--- config.mk ---
export PLATFORM = sky130hd
export DESIGN_NAME = spi_tx
export DESIGN_NICKNAME = d
export VERILOG_FILES = /design/src/rtl/spi_tx.sv
export SDC_FILE = /design/constraint.sdc
export NUM_CORES = 1
export LEC_CHECK = 0
export ABC_CLOCK_PERIOD_IN_PS = 2800
export CAP_MARGIN = 20
export CORE_ASPECT_RATIO = 0.8
export CORE_MARGIN = 2
export CORE_UTILIZATION = 45
export CTS_BUF_LIST = sky130_fd_sc_hd__clkbuf_4 sky130_fd_sc_hd__clkbuf_8 sky130_fd_sc_hd__clkbuf_16
export DETAILED_ROUTE_END_ITERATION = 10
export PLACE_DENSITY = 0.67
export SLEW_MARGIN = 10
export SYNTH_ARGS = -nofsm -noshare
export SYNTH_HDL_FRONTEND = slang
export SYNTH_SLANG_ARGS = --single-unit
--- constraint.sdc ---
create_clock -name clock -period 2.8 [get_ports clock]
set_input_delay 0.84 -clock clock [delete_from_list [all_inputs] [get_ports clock]]
set_output_delay 0.84 -clock clock [all_outputs]
set_load 0.02 [all_outputs]
--- src/rtl/spi_tx.sv ---
// SPI mode-3 master: one byte out on MOSI (MSB first) while one byte is sampled from MISO.
// Consecutive bytes are chained while chip select stays low.
module spi_tx #(
  parameter int CLOCK_DIVIDER = 8
) (
  input  logic       clock,
  input  logic       reset,
  output logic       SPI_clock,
  output logic       SPI_out,
  input  logic       SPI_in,
  output logic       SPI_not_chip_select,
  input  logic       in_data_valid,
  input  logic [7:0] in_data,
  output logic       in_data_ready,
  output logic       out_data_valid,
  output logic [7:0] out_data,
  output logic       active
);

  typedef enum logic [2:0] {
    IDLE,
    SETUP,
    SHIFT,
    HOLD,
    GAP
  } state_t;

  localparam logic [7:0] DIV_LAST = 8'(CLOCK_DIVIDER - 1);

  state_t     state_q, state_d;
  logic [7:0] div_q, div_d;
  logic [2:0] bit_q, bit_d;
  logic [7:0] tx_q, tx_d;
  logic [7:0] rx_q, rx_d;
  logic [7:0] out_q, out_d;
  logic       sclk_q, sclk_d;
  logic       mosi_q, mosi_d;
  logic       cs_n_q, cs_n_d;
  logic       odv_q, odv_d;
  logic       taken_q, taken_d;
  logic       sync1_q, sync1_d;
  logic       sync2_q, sync2_d;
  logic       period_end;
  logic       accept;

  assign in_data_ready = (state_q == IDLE) || ((state_q == HOLD) && !taken_q);
  assign accept        = in_data_valid && in_data_ready;
  assign period_end    = (div_q == DIV_LAST);

  always_comb begin
    state_d = state_q;
    div_d   = div_q;
    bit_d   = bit_q;
    tx_d    = tx_q;
    rx_d    = rx_q;
    out_d   = out_q;
    sclk_d  = sclk_q;
    mosi_d  = mosi_q;
    cs_n_d  = cs_n_q;
    odv_d   = 1'b0;
    taken_d = taken_q;
    sync1_d = SPI_in;
    sync2_d = sync1_q;

    unique case (state_q)
      IDLE: begin
        sclk_d  = 1'b1;
        mosi_d  = 1'b1;
        cs_n_d  = 1'b1;
        div_d   = '0;
        bit_d   = '0;
        taken_d = 1'b0;
        if (accept) begin
          tx_d    = in_data;
          cs_n_d  = 1'b0;
          state_d = SETUP;
        end
      end

      SETUP: begin
        div_d = div_q + 8'd1;
        if (period_end) begin
          state_d = SHIFT;
          div_d   = '0;
          bit_d   = '0;
          sclk_d  = 1'b0;
          mosi_d  = tx_q[7];
        end
      end

      SHIFT: begin
        div_d = div_q + 8'd1;
        if (period_end) begin
          div_d = '0;
          if (!sclk_q) begin
            sclk_d = 1'b1;
            rx_d   = {rx_q[6:0], sync2_q};
          end else if (bit_q == 3'd7) begin
            // High half after the 8th rising edge has elapsed: byte complete.
            state_d = HOLD;
            bit_d   = '0;
            odv_d   = 1'b1;
            out_d   = rx_q;
          end else begin
            sclk_d = 1'b0;
            bit_d  = bit_q + 3'd1;
            tx_d   = {tx_q[6:0], 1'b1};
            mosi_d = tx_q[6];
          end
        end
      end

      HOLD: begin
        div_d = div_q + 8'd1;
        if (accept) begin
          tx_d    = in_data;
          taken_d = 1'b1;
        end
        if (period_end) begin
          div_d   = '0;
          taken_d = 1'b0;
          if (taken_q || accept) begin
            state_d = SHIFT;
            sclk_d  = 1'b0;
            mosi_d  = accept ? in_data[7] : tx_q[7];
          end else begin
            state_d = GAP;
            cs_n_d  = 1'b1;
            mosi_d  = 1'b1;
          end
        end
      end

      GAP: begin
        div_d = div_q + 8'd1;
        if (period_end) begin
          div_d   = '0;
          state_d = IDLE;
        end
      end

      default: begin
        state_d = IDLE;
      end
    endcase
  end

  always_ff @(posedge clock or negedge reset) begin
    if (!reset) begin
      state_q <= IDLE;
      div_q   <= '0;
      bit_q   <= '0;
      tx_q    <= '0;
      rx_q    <= '0;
      out_q   <= '0;
      sclk_q  <= 1'b1;
      mosi_q  <= 1'b1;
      cs_n_q  <= 1'b1;
      odv_q   <= 1'b0;
      taken_q <= 1'b0;
      sync1_q <= 1'b0;
      sync2_q <= 1'b0;
    end else begin
      state_q <= state_d;
      div_q   <= div_d;
      bit_q   <= bit_d;
      tx_q    <= tx_d;
      rx_q    <= rx_d;
      out_q   <= out_d;
      sclk_q  <= sclk_d;
      mosi_q  <= mosi_d;
      cs_n_q  <= cs_n_d;
      odv_q   <= odv_d;
      taken_q <= taken_d;
      sync1_q <= sync1_d;
      sync2_q <= sync2_d;
    end
  end

  assign SPI_clock           = sclk_q;
  assign SPI_out             = mosi_q;
  assign SPI_not_chip_select = cs_n_q;
  assign out_data_valid      = odv_q;
  assign out_data            = out_q;
  assign active              = (state_q != IDLE);

endmodule

==> impl_results.md <==
- Post-CTS Hold Fix Bufs: 0
- Final Worst Setup Slack: roughly 0.09 ns
- Max-Cap Viols: 0
- CP max stage delay: between 0.6 and 0.7 ns
- Worst-path cell chain: or2_2 > a21oi_1 > clkdlybuf4s50_1
- Total CTS buffers: 5
- Arrival time of the worst setup path: roughly 1.9 ns
- WL final: 4248 µm
- #FFs+latches synth: 45
- Top cell family by delay on the critical path: buffers and inverters
- Cell Pwr Density: a little under 900 nW/µm²
- H-tree depth: 2
- Vias in the first global route: 1602
- Clock buffer depth: 2
- Site row count: 22
- Psw: roughly 810 µW
- Sink Count: 45
- Clock Latency Late Sink: about 0.3 ns
- Initial core utilization: a little under half
- Die footprint: roughly 5600 µm²
- Max Clock Skew: around 0.0055 ns
- Drt drc: 0
- Die H: approximately 67 µm
- Buffer and inverter count on the worst path: 1
- CTS tree: yes
- Nature of the critical path endpoint: primary output
- Vias: roughly 1500
- Reg clk slew, reported paths: 0.08 ns
- Gate Count Post-Synth: 184
- Pre-CTS worst setup slack: between 0.1 and 0.15 ns
- Worst VDD drop: 0.6279 mV
- Critical Path Fanout Max: 7
- Max_slew headroom: roughly 60%
- Via density: 5.616
- Logic pwr share: between 40% and 50%
- Worst-Margin Slew: 0.5697 ns
- Share of cells above drive strength 1: approximately a quarter
- Hpwl dp: 3018 µm
- Initial antenna violation count: 0
- Post-CTS setup buffer count: 0
- Core region area: 4679 µm²
- Gr usage total: between 15 and 20%
- Count of different cell masters after synthesis: 48
- Register share of total power: approximately two fifths
- Critical path class: flip-flop to primary output
- Antenna Cells: 0
- Leading post-synthesis cells by cell area: dfrtp_1, mux2_4, mux2_2, dfstp_2, xor2_1
- Detail Route Antenna Nets: 0
- Pint: ~1500 µW
- Global-route wire length before repair: about 7500 µm
- I/O pins: 26
- # resized after CTS: 0
- IO buf count: 25
- Synth top area share: 46.93%
- Gr ovfl total: 0
- Req. time, crit path: around 2 ns
- RePlAce Congestion: roughly 0.84
- Synthesized area per cell: about 12 µm²
- Synth warnings: 0
- Largest net degree at the start of global routing: 46
- Setup TNS: 0 ns
- Fillers: approximately 400
- Clk pwr share: between 10% and 20%
- Hold WS: between 0.3 and 0.4 ns
- Placed Area: 2537 µm²
- Cell leakage power: roughly 0.0012 µW
- Crit path launch type: flip-flop
- HP Class: flip-flop to flip-flop
- Sw frac: between 30% and 40%
- Register area share after synthesis: around 50%
- Mapped cell area: roughly 2200 µm²
- Average routed wire per standard cell: approximately 16 µm
- Area leader, netlist: dfrtp_1
- Final instance area: approximately 2600 µm²
- Final-stage net count: 225
- Clock period minus worst slack: around 2.7 ns
- Synthesized Nets: between 150 and 200
- Root Buffer: clkbuf_8
- Status: finished clean
- Slowest-stage cell, CP: clkdlybuf4s50_1
- Period utilization: a little over nine tenths
- Area grow syn2layout: 17.26%
- Die width: 82.88 µm
- Endpoints failing setup: 0
- DR pass1 iterations: 5
- Fmax: roughly 370 MHz
- Unrepaired setup endpoints after global routing: no
- Drt first-iter violations: 64
- Fin. max-slew vios: 0
- Hold Vio Cnt, Final: 0
- Tot Pwr: 2302 µW
==> layer usage <==
metal / share of wire (%) / vias up / wire length (µm) / track usage [%]
met5: 0 / - / 0 / 0
met3: 4.3 / 6 / 181 / 5.824
met2: 48 / 36 / 2023 / 28.83
met4: 1.8 / 0 / 76 / 6.557
met1: 46 / 759 / 1966 / 21.60
li1: - / 721 / - / -
==> per-stage QoR <==
stage | util (%) | instances
global route | 56.12 | 271
CTS | 56.07 | 271
global placement | 54.22 | 263
floorplan | - | 184
detailed placement | 54.22 | 263
finish | 56.12 | 271
==> cell usage after synthesis, drive strengths merged <==
master   n
and4     1
buf      5
a311oi   1
o221ai   2
maj3     1
nor2    12
a211oi   1
nand2b   1
a21oi    4
nor3     3
o211a    1
and3     3
a32o     2
o32a     1
or3      2
nand3b   1
nor4b    1
a221oi   1
and3b    1
o31ai    1
nand4    6
nand4b   1
dfstp    3
ha       3
o21ai    3
xor2     6
mux2    32
nand3    5
a41oi    1
mux2i    1
nor2b    5
or2      1
nand2    9
clkbuf   6
o22ai    1
o31a     1
a31o     1
nor4     1
a31oi    3
nor4bb   1
a22o     1
dfrtp   42
inv      5
and2     1
==> cells by family (layout without fill, tap and decap cells) <==
logic type / after synthesis / count (layout) / synth area share, %
AND/OR/NAND/NOR: 55 / 55 / 13.91
adder cells (fa/ha/maj): 4 / 4 / 2.123
multiplexers: 33 / 33 / 19.22
XOR/XNOR: 6 / 6 / 2.346
AO/OA/AOI/OAI: 25 / 25 / 8.437
flip-flops: 45 / 45 / 50.45
buffers and inverters: 16 / 43 / 3.519
==> path summary, 6_finish.rpt <==
kind	from	endpoint	slack (ns)	depth (start not counted)
min in group asynchronous	reset	out_data[7]$_DFFE_PN0P_	0.61	2
hold / removal	sync1_q$_DFF_PN0_	sync2_q$_DFF_PN0_	0.36	0
setup reg to reg	div_q[0]$_DFFE_PN0P_	out_data[2]$_DFFE_PN0P_	0.55	5
setup / recovery	state_q[1]$_DFFE_PN0P_	in_data_ready	0.09	3
hold reg to reg	sync1_q$_DFF_PN0_	sync2_q$_DFF_PN0_	0.36	0
max in group asynchronous	reset	SPI_out$_DFFE_PN1P_	1.79	2
==> power by group through the flow <==
stage | Sequential (µW) | Clock, µW | Combinational [µW]
6_report | 960 | 394 | 947
5_1_grt | 989 | 447 | 1060
4_1_cts | 959 | 413 | 953
3_5_place_dp | 973 | 0 | 948
3_3_place_gp | 961 | 0 | 913
2_1_floorplan | 937 | 0 | 693
==> cells in the final DEF, fill, tap and decap left out, types with 6 or more instances in the layout <==
cell / Yosys / layout
nor2_1: 12 / 11
nand2_1: 9 / 9
mux2_4: 16 / 16
nand4_1: 6 / 6
dfrtp_1: 42 / 42
mux2_2: 16 / 16
xor2_1: 6 / 6
clkdlybuf4s50_1: 0 / 24
==> registers in the layout, indices dropped and copies added (netlist names) <==
name,cells
taken_q,1
SPI_clock,1
tx_q,8
bit_q,3
state_q,3
SPI_not_chip_select,1
SPI_out,1
out_data_valid,1
sync1_q,1
rx_q,8
div_q,8
out_data,8
sync2_q,1
==> layout make-up <==
cell class / instances / area, µm² / share of cell area [%]
clock buffers: 6 / 76.32 / 2.906
clock inverters: 2 / 10.01 / 0.3811
inverters: 5 / 18.77 / 0.7146
multi-input cells: 123 / 1033 / 39.35
flip-flops and latches: 45 / 1130 / 43.02
well taps: 60 / 75.07 / 2.859
repair buffers: 30 / 282.8 / 10.77
Note: power is estimated with default switching activity, not from simulation.
